<file path="src/rtl/cdb_arbiter.sv">
// Round-robin common-data-bus arbiter: grants one completed FU result per cycle
// and broadcasts the granted tag/value on the following cycle.
module cdb_arbiter #(
    parameter int NUM_FU = 6,
    parameter int TAG_W  = 5,
    parameter int XLEN   = 32
) (
    input  logic                       clock,
    input  logic                       reset,
    input  logic                       squash,
    input  logic [NUM_FU:1]            fu_valid,
    input  logic [NUM_FU:1][TAG_W-1:0] fu_tag,
    input  logic [NUM_FU:1][XLEN-1:0]  fu_value,
    output logic [NUM_FU:1]            ack,
    output logic                       cdb_valid,
    output logic [TAG_W-1:0]           cdb_tag,
    output logic [XLEN-1:0]            cdb_value,
    output logic [15:0]                cdb_count
);
    localparam int PW = $clog2(NUM_FU + 1);

    logic [PW-1:0] ptr;
    logic [PW-1:0] grant;
    logic [PW-1:0] idx;
    logic [PW-1:0] ptr_next;
    logic          any_grant;

    // Scan ptr..NUM_FU first, then 1..ptr-1, so the search wraps around.
    always_comb begin
        ack       = '0;
        grant     = '0;
        idx       = '0;
        any_grant = 1'b0;
        if (!reset && !squash) begin
            for (int i = 1; i <= NUM_FU; i++) begin
                idx = PW'(i);
                if (!any_grant && fu_valid[idx] && (idx >= ptr)) begin
                    any_grant = 1'b1;
                    grant     = idx;
                end
            end
            for (int i = 1; i <= NUM_FU; i++) begin
                idx = PW'(i);
                if (!any_grant && fu_valid[idx] && (idx < ptr)) begin
                    any_grant = 1'b1;
                    grant     = idx;
                end
            end
        end
        if (any_grant) begin
            ack[grant] = 1'b1;
        end
    end

    assign ptr_next = (grant == PW'(NUM_FU)) ? PW'(1) : grant + PW'(1);

    // Tag and value deliberately hold across idle and squash cycles.
    always_ff @(posedge clock or posedge reset) begin
        if (reset) begin
            ptr       <= PW'(1);
            cdb_valid <= 1'b0;
            cdb_tag   <= '0;
            cdb_value <= '0;
            cdb_count <= '0;
        end else if (squash) begin
            ptr       <= PW'(1);
            cdb_valid <= 1'b0;
        end else if (any_grant) begin
            ptr       <= ptr_next;
            cdb_valid <= 1'b1;
            cdb_tag   <= fu_tag[grant];
            cdb_value <= fu_value[grant];
            if (cdb_count != 16'hFFFF) begin
                cdb_count <= cdb_count + 16'd1;
            end
        end else begin
            cdb_valid <= 1'b0;
        end
    end
endmodule

</file>
<file path="config.mk">
export PLATFORM = sky130hd
export DESIGN_NAME = cdb_arbiter
export DESIGN_NICKNAME = d
export VERILOG_FILES = /design/src/rtl/cdb_arbiter.sv
export SDC_FILE = /design/constraint.sdc
export NUM_CORES = 1
export LEC_CHECK = 0
export BUFFER_PORTS_ARGS = -buffer_cell sky130_fd_sc_hd__buf_2
export CAP_MARGIN = 15
export CORE_AREA = 2 2 114 116
export DETAILED_ROUTE_END_ITERATION = 16
export DIE_AREA = 0 0 116 118
export HOLD_SLACK_MARGIN = 0.15
export PLACE_DENSITY = 0.67
export RECOVER_POWER = 25
export SETUP_SLACK_MARGIN = 0.15
export SYNTH_ARGS = -nofsm -noshare
export SYNTH_HDL_FRONTEND = slang
export SYNTH_SLANG_ARGS = --single-unit
</file>
<file path="constraint.sdc">
create_clock -name clock -period 4.8 [get_ports clock]
set_input_delay 0.24 -clock clock [delete_from_list [all_inputs] [get_ports clock]]
set_output_delay 0.24 -clock clock [all_outputs]
set_load 0.05 [all_outputs]
</file>
# Word level (Yosys, flattened, before mapping)
# Index checks and enable logic that the tools add are counted.
dict set report word_totals {
  output_inout_bits 60
  word_cells 114
  register_bits 57
}
dict set report classes {
  eq_ne 2
  mux 49
  n_bitwise 1
  add_sub_neg 2
  n_lt_le_gt_ge 14
  reduce_logical 41
}
# op count
set ops {}
lappend ops {{binary-select mux 32 bit (select 3 bit)} 1}
lappend ops {{2-to-1 mux 3 bit} 15}
lappend ops {{2-to-1 mux 32 bit} 1}
lappend ops {{2-to-1 mux 1 bit} 28}
lappend ops {{logical AND 1 bit} 25}
lappend ops {{adder 16 x 1 -> 16 bit, second input constant} 1}
lappend ops {{inequality test 16 bit, second input constant} 1}
lappend ops {{binary-select mux 5 bit (select 3 bit)} 1}
lappend ops {{logical NOT 1 bit} 13}
lappend ops {{greater-or-equal comparator 3 bit, first input constant} 3}
lappend ops {{less-than comparator 3 bit, first input constant} 3}
lappend ops {{greater-or-equal comparator 2 x 3 -> 1 bit, first input constant} 2}
lappend ops {{less-than comparator 2 x 3 -> 1 bit, first input constant} 2}
lappend ops {{2-to-1 mux 6 bit} 1}
lappend ops {{2-to-1 mux 5 bit} 1}
lappend ops {{less-than comparator 3 x 4 -> 1 bit, second input constant} 1}
lappend ops {{adder 3 x 1 -> 3 bit, second input constant} 1}
lappend ops {{demux 1 bit (select 3 bit)} 1}
lappend ops {{equality test 3 bit, second input constant} 1}
lappend ops {{greater-or-equal comparator 1 x 3 -> 1 bit, first input constant} 1}
lappend ops {{greater-or-equal comparator 3 x 1 -> 1 bit, second input constant} 1}
lappend ops {{less-than comparator 1 x 3 -> 1 bit, first input constant} 1}
lappend ops {{AND reduction 3 bit} 1}
lappend ops {{AND reduction 2 bit} 1}
lappend ops {{other kinds (2)} 2}

# Logic depth before layout (Yosys ltp)
# Gate-level depths: netlist (run 1).
dict set report logic_depth {
  word_depth 64
  depth_mapped 11
}

# Least setup slack after synthesis (run 1)
# Ideal clock, no wire load.
dict set report synth_timing {
  path_kind {flip-flop to flip-flop}
  startpoint {register ptr[0]}
  endpoint {register cdb_value[8]}
  setup_ns 0.088
  n_path_buf 0
  path_stages_with_launch 8
  path_slack_ns 2.077
  arrival_ns 2.635
  cell_sequence {dfstp_2 > nand3_2 > or4b_1 > o211ai_2 > nand2_1 > a21oi_1 > a22oi_1 > o211ai_1}
}
dict set report synth_via {
  elab_chain_cells 61
  elab_cells_between_ends 86
  classes_between {order compare: 12; mux: 39; reduce/logical: 35}
}
# item line
set synth_rtl {}
lappend synth_rtl {{start: declaration} 22} ;# logic [PW-1:0] ptr;
lappend synth_rtl {{start signal: assignment} 69} ;# ptr <= ptr_next;
lappend synth_rtl {{greater-or-equal comparator 1 x 3 -> 1 bit} 37} ;# if (!any_grant && fu_valid[idx] && (idx >= ptr)) begin
lappend synth_rtl {{logical AND 1 bit} 37}
lappend synth_rtl {{2-to-1 mux 1 bit} 37}
lappend synth_rtl {{2-to-1 mux 1 bit} 34} ;# if (!reset && !squash) begin
lappend synth_rtl {{logical NOT 1 bit} 37}
lappend synth_rtl {{logical AND 1 bit (2 in a row)} 37}
lappend synth_rtl {{2-to-1 mux 1 bit} 37}
lappend synth_rtl {{2-to-1 mux 1 bit} 34}
lappend synth_rtl {{(+43 left out)} --}
lappend synth_rtl {{2-to-1 mux 1 bit} 44} ;# if (!any_grant && fu_valid[idx] && (idx < ptr)) begin
lappend synth_rtl {{2-to-1 mux 1 bit} 34}
lappend synth_rtl {{logical NOT 1 bit} 44}
lappend synth_rtl {{logical AND 1 bit (2 in a row)} 44}
lappend synth_rtl {{2-to-1 mux 3 bit} 44}
lappend synth_rtl {{2-to-1 mux 3 bit} 34}
lappend synth_rtl {{binary-select mux 32 bit (select 3 bit)} 72} ;# cdb_value <= fu_value[grant];
lappend synth_rtl {{2-to-1 mux 32 bit (not written as such)} 72}
lappend synth_rtl {{end signal: assignment} 72}
lappend synth_rtl {{end: declaration} 17} ;# output logic [XLEN-1:0] cdb_value,
# Parallel ways exist; a longest one is shown, timed or not. The select of a mux whose other input is x is not followed.
# A chain may end at the register's enable or synchronous reset.

# Worst setup path after layout (run 1)
dict set report layout_timing {
  startpoint {register ptr[2]}
  endpoint {register cdb_value[29]}
}
# The elaborated chain is that of the path after synthesis.

==> results of run 1 <==
final timing paths:
path	slack [ns]	cells past startpoint	to	start
max in group asynchronous	3.13	4	cdb_value[14]	reset
worst max register to register	0.58	10	cdb_value[29]	ptr[2]
worst min register to register	0.49	1	cdb_count[5]	cdb_count[5]
min in group asynchronous	0.63	3	cdb_value[8]	reset
worst min-delay path	0.16	3	cdb_value[23]	fu_value[183]
worst max-delay path	0.58	10	cdb_value[29]	ptr[2]
Yosys cell counts, types with 2 or more instances:
cell	instances	area, sq um
dfrtp_1	56	1400
mux2i_1	32	320
nor2_1	32	120
nand2_1	28	105
a22oi_1	24	180
a222oi_1	22	220
a211o_1	18	158
mux2_2	18	203
o21ai_1	14	70.1
buf_2	13	65.1
o21ai_0	12	60.1
a22oi_2	10	125
clkbuf_1	10	37.5
inv_1	10	37.5
o211ai_1	9	67.6
a21oi_1	8	40.0
a2bb2oi_1	8	70.1
nor3_1	8	40.0
nand3_1	7	35.0
xnor2_1	7	61.3
xor2_1	7	61.3
nand4_1	6	37.5
o21a_1	6	45.0
and3_1	5	31.3
and2_1	4	25.0
buf_6	4	45.0
nand2b_1	4	25.0
nor2b_1	4	25.0
a32oi_1	2	17.5
buf_4	2	15.0
o211ai_2	2	25.0
o32a_1	2	20.0
where the power goes:
part | internal, mW | total, mW | switching (mW)
clock network | 0.454 | 0.700 | 0.246
registers | 0.654 | 0.802 | 0.148
logic | 0.602 | 1.71 | 1.10
tightest hold or removal path, stage by stage:
cell and delay [ns]:
buf_2 0.08, a22oi_1 0.06, o211ai_1 0.08
metal layers:
layer / vias up / part of all wire, % / track usage [%]
li1: 2303 / - / -
met1: 2358 / 38 / 27.2
met2: 292 / 50 / 43.0
met3: 38 / 8.4 / 6.18
met4: 0 / 2.8 / 12.5
met5: - / 0 / 0
kinds of logic (layout without fill, tap and decap cells):
logic type / after synthesis / after routing
xor gates and xnor gates: 14 / 14
buffers and inverters: 40 / 372
AOI/OAI and AO/OA: 150 / 150
other: 0 / 5
muxes: 50 / 50
DFF: 57 / 57
and+or+nand+nor: 109 / 109
adders and majority gates: 1 / 1
registers in the layout, indices dropped and copies added (netlist names):
register   flops
ptr            3
cdb_value     32
cdb_valid      1
cdb_count     16
cdb_tag        5
final cells by class:
type                            instances  area [sq um]  share of cell area, %
Clock buffer                            9           225                   3.49
Clock inverter                          7          95.1                   1.47
Tap cell                              172           215                   3.34
Multi-Input combinational cell        324          2470                   38.3
Sequential cell                        57          1430                   22.1
Antenna cell                            5          12.5                  0.194
Timing Repair Buffer                  346          1970                   30.5
Inverter                               10          37.5                  0.582
==> reports/qor.yml, run 1 <==
synthesis.instances: 421
ys.flop_type: "dfrtp_1"
post_cts.repair.setup_buffers: 0
path_class: "reg -> reg"
number_of_pins_exceeding_their_max_slew_limit_in_the_final_report: 0
path_max_fanout: 16
synth_warnings: 0
synth_top_family_by_area: "compound AO/OA/AOI/OAI gates"
critical_path_source_type: "flip-flop"
die-height_microns: 118
max_clock_freq_ghz: 0.237
power-per-cell-area_nw_per_um2: 497
peakVddDrop_mv: 0.255
worst_path_max_delay_cell: "nor2_1"
power_mw: 3.21
final_common_cell: "buf_2"
area.growth.synth_to_final_pct: 57.7
count_of_placed_standard_cells_including_taps: 859
insertion_delay_ns: 0.34
synth_mux_area_share_pct: 12.8
total_standard_cell_area_after_synthesis_sq_um: 4090
gp_routability_congestion: 0.904
rows: 41
grt_pass1_vias: 5176
num-nets-final: 980
synthSimpleGateAreaFrac_pct: 13.6
vias_per_cell: 5.37
postCtsHoldBufs: 50
global_route_wire_length_before_repair_microns: 26100
synth_sequential_area_ratio_pct: 34.9
dr_total_vias: 4991
antenna_violating_nets_post_route: 0
critical-path-max-stage-delay_ns: 0.85
finalHoldWorstSlack_ns: 0.158
initial_core_util_pct: 33.0
tritoncts_clock_tree: "built"
critical_path.endpoint_type: "flip-flop"
cts_buffer_depth: 2
floorplan.die.width_microns: 116
routed_wl_microns: 17100
run_status: "completed"
synth-edff-count: 0
setup_violations: 0
hpwl_after_detailed_placement_microns: 12200
fraction_of_the_mapped_netlist_area_in_adder_cells_pct: 0.306
synth_compound_gate_area_share_pct: 30.4
max-cap-violations: 0
hold_viol_final: 0
cts_sinks: 57
nFillCells: 1197
drt_iter0_markers: 423
drtPass1Iterations: 6
drc: 0
syn_area_per_cell_sq_um: 9.72
slew_headroom_pct: 27.2
worst_path_most_repeated_cell: "dlygate4sd3_1"
async_set_or_reset_flop_fraction_in_the_synthesized_netlist_pct: 100
post_cts_resized: 0
dpl_worst_slack_ns: 1.50
timing.critical_path.cells: "o22ai_1 -> o211ai_1 -> o211ai_2 -> o21ai_2 -> nand3_1 -> nor2_1 -> a222oi_1 -> dlygate4sd3_1 -> nand2_1 -> dlygate4sd3_1"
path_buf_inv: 2
final_design_area_no_fill_sq_um: 6450
finClkSkew_ns: 0.00897
cts.reportedPaths.clkPinSlew_ns: 0.06
initial_antenna_violation_count: 4
data_arrival_critical_path_ns: 4.49
yosys_register_bits: 57
post_route_insts_no_fill: 930
worst-endpoint-required_ns: 5.07
crit_path_max_delay_family: "simple AND/OR/NAND/NOR gates"
core-area_sq_um: 12400
unrepaired_setup_endpoints_after_global_routing: "false"
hold_path.class: "in -> reg"
final_period_minus_worst_setup_slack_ns: 4.22
clock_tree.root_cell: "clkbuf_16"
finalWorstSetupSlack_ns: 0.577
post_synth_xor_area_fraction_pct: 3.00
power.static_leakage_nw: 3.30
design.die.area_sq_um: 13700
largest_net_degree_at_the_start_of_global_routing: 42
global_route.usage.total_pct: 24.6
post_dp_cell_area_sq_um: 5650
fraction_of_final_layout_cells_sized_beyond_drive_strength_1_pct: 44.6
buffer_ports.inserted: 290
htree_levels: 3
finalCritPeriodShare_pct: 88.0
numCtsBuffers: 9
floorplan.io_pins: 291
layout_common_cells: "buf_2 (266), dfrtp_1 (56), dlygate4sd3_1 (50)"
grt_overflow: 0
synthesized_netlist_net_count: 653
setup_total_negative_slack_ns: 0
routed_wire_length_per_instance_microns: 18.3
synthDistinctLibCells: 59
tightest_slew_ns: 1.09
fin_util_pct: 52.0
Note: power is estimated with default switching activity, not from simulation.
==> inputs of run 2 (changes only) <==
BUFFER_PORTS_ARGS = -buffer_cell sky130_fd_sc_hd__clkbuf_2   (was -buffer_cell sky130_fd_sc_hd__buf_2)
==> run 2 against run 1 <==
Effect of this change:
- clock-buffer cell count is the same
- critical path depth shrank 1
- sequential share of layout area grew 0.17 points
- flip-flop and latch count is the same
- clock power grew 7.0%
- highest routed layer unchanged
==> reports/qor.yml, run 2 (same netlist as run 1, synthesis figures left out) <==
core-area_sq_um: 12400  # unchanged
drc: 0  # unchanged
final_common_cell: "clkbuf_2"
path_class: "reg -> reg"
power.switching_fraction_pct: 46.8  # +0.10 points
design.die.area_sq_um: 13700  # unchanged
cts_sinks: 57  # unchanged
critical_path.endpoint_type: "flip-flop"
tritoncts_clock_tree: "built"
insertion_delay_ns: 0.34  # about the same
drtPass1Iterations: 6  # unchanged
power_mw: 3.18  # -0.71%
finalHoldWorstSlack_ns: 0.168  # +0.0103 ns
power.static_leakage_nw: 3.25  # -1.4%
num-nets-final: 976  # -0.41%
comb_power_share_pct: 51.2  # -2.0 points
dr_total_vias: 4989  # -0.040%
area.growth.synth_to_final_pct: 56.5
routed_wl_microns: 17300  # +1.4%
clock_tree.root_cell: "clkbuf_16"
finClkSkew_ns: 0.00507  # -0.00389 ns
hold_path_startpoint: "fu_tag[6]"
path_max_fanout: 27  # +11
floorplan.die.width_microns: 116  # unchanged
vias_per_cell: 5.41  # +0.83%
nFillCells: 1190  # -0.58%
hpwl_after_detailed_placement_microns: 12700  # +4.2%
finalWorstSetupSlack_ns: 0.481  # -0.0960 ns
setup_violations: 0  # unchanged
power.internal_mw: 1.69  # -0.90%
largest_net_degree_at_the_start_of_global_routing: 39  # -7.1%
buffer_ports.inserted: 290  # unchanged
largest_register_ff_count: 32  # unchanged
fin_util_pct: 51.6  # -0.40 points
final-seq-area_sq_um: 1430  # unchanged
htree_levels: 3  # unchanged
gp_routability_congestion: 0.903  # -0.12%
reg.largest.list: "cdb_value (32), cdb_count (16), cdb_tag (5)"
finalCritPeriodShare_pct: 90.0  # +2.0 points
rows: 41  # unchanged
setup_total_negative_slack_ns: 0  # unchanged
hold_viol_final: 0  # unchanged
worstHoldPathCells: 3  # unchanged
grt_pass1_vias: 5225  # +0.95%
power-per-cell-area_nw_per_um2: 497  # about the same
p_switching_mw: 1.49  # -0.50%
worst-endpoint-required_ns: 5.02  # -0.05 ns
drt_iter0_markers: 401  # -5.2%
power.share.clock_pct: 23.5  # +1.7 points
cts_buffer_depth: 2  # unchanged
final_period_minus_worst_setup_slack_ns: 4.32  # +0.0960 ns
cts.reportedPaths.clkPinSlew_ns: 0.06  # about the same
dpl_worst_slack_ns: 0.784  # -0.715 ns
post_cts.repair.setup_buffers: 0  # unchanged
registers.top_by_ff_count: "cdb_value"
hold_path.class: "in -> reg"
antenna_violating_nets_post_route: 0  # unchanged
peakVddDrop_mv: 0.301  # +18%
fraction_of_final_layout_cells_sized_beyond_drive_strength_1_pct: 42.5  # -2.2 points
numCtsBuffers: 9  # unchanged
initial_core_util_pct: 33.0  # unchanged
layout_common_cells: "clkbuf_2 (247), dfrtp_1 (56), dlygate4sd3_1 (46)"
crit-reg2reg-launch: "ptr[2]"
die-height_microns: 118  # unchanged
postCtsHoldBufs: 46  # -8.0%
grt_overflow: 0  # unchanged
max_clock_freq_ghz: 0.232  # -2.2%
max-cap-violations: 0  # unchanged
tightest_slew_ns: 1.21  # +0.117 ns
initial_antenna_violation_count: 1  # -3
unrepaired_setup_endpoints_after_global_routing: "false"
floorplan.io_pins: 291  # unchanged
slew_headroom_pct: 19.7  # -7.5 points
critical_path_source_type: "flip-flop"
multi_input_comb_area_sq_um: 2470  # unchanged
global_route.usage.total_pct: 24.4  # -0.21 points
worst-r2r-cell-count: 9  # -1
global_route_wire_length_before_repair_microns: 26000  # -0.24%
run_status: "completed"
number_of_pins_exceeding_their_max_slew_limit_in_the_final_report: 0  # unchanged
data_arrival_critical_path_ns: 4.54  # +0.05 ns
routed_wire_length_per_instance_microns: 18.8  # +2.2%
post_cts_resized: 0  # unchanged
cp-startpoint: "ptr[2]"
seq_power_share_pct: 25.3  # +0.3 points
-- run 2: critical path, stage by stage (launching register included) --
cell           delay (ns)
dfrtp_1              0.65
nand3_2              0.21
a21boi_0             0.24
o21ai_1              0.10
o221ai_2             0.93
nand2_2              0.66
mux2_2               0.45
a222oi_1             0.30
dlygate4sd3_1        0.60
nand2_1              0.06
-- run 2: path summary, 6_finish.rpt --
check                                end  slack, ns
setup / recovery           cdb_value[21]       0.48
hold / removal                cdb_tag[1]       0.17
setup reg to reg           cdb_value[21]       0.48
hold reg to reg             cdb_count[5]       0.49
max in group asynchronous         ptr[0]       3.27
min in group asynchronous      cdb_valid       0.63
-- run 2: layout make-up --
class	count	area share, %
inverter	10	0.586
antenna	1	0.0391
clock inverter	7	1.86
timing repair buffer	342	29.7
clock buffer	9	3.52
sequential	57	22.3
tap	172	3.36
multi-input combinational	324	38.6
-- run 2: power groups by stage --
stage          sequential, mW  clock (mW)  combinational, mW
2_1_floorplan            1.36           0              0.599
3_3_place_gp            0.802           0               1.56
3_5_place_dp            0.807           0               1.59
4_1_cts                 0.801       0.763               1.66
5_1_grt                 0.826       0.781               1.72
6_report                0.806       0.749               1.63
-- run 2: metal layers --
| layer | vias up | track usage (%) | part of all wire [%] |
|---|---|---|---|
| li1 | 2293 | - | - |
| met1 | 2355 | 26.8 | 38 |
| met2 | 283 | 43.0 | 50 |
| met3 | 58 | 5.20 | 7.4 |
| met4 | 0 | 13.3 | 4.2 |
| met5 | - | 0 | 0 |
-- run 2: stage by stage --
| stage | area [sq um] | cells |
|---|---|---|
| floorplan | 4090 | 421 |
| global placement | 5650 | 859 |
| detailed placement | 5650 | 859 |
| CTS | 6450 | 921 |
| global route | 6400 | 922 |
| finish | 6400 | 922 |
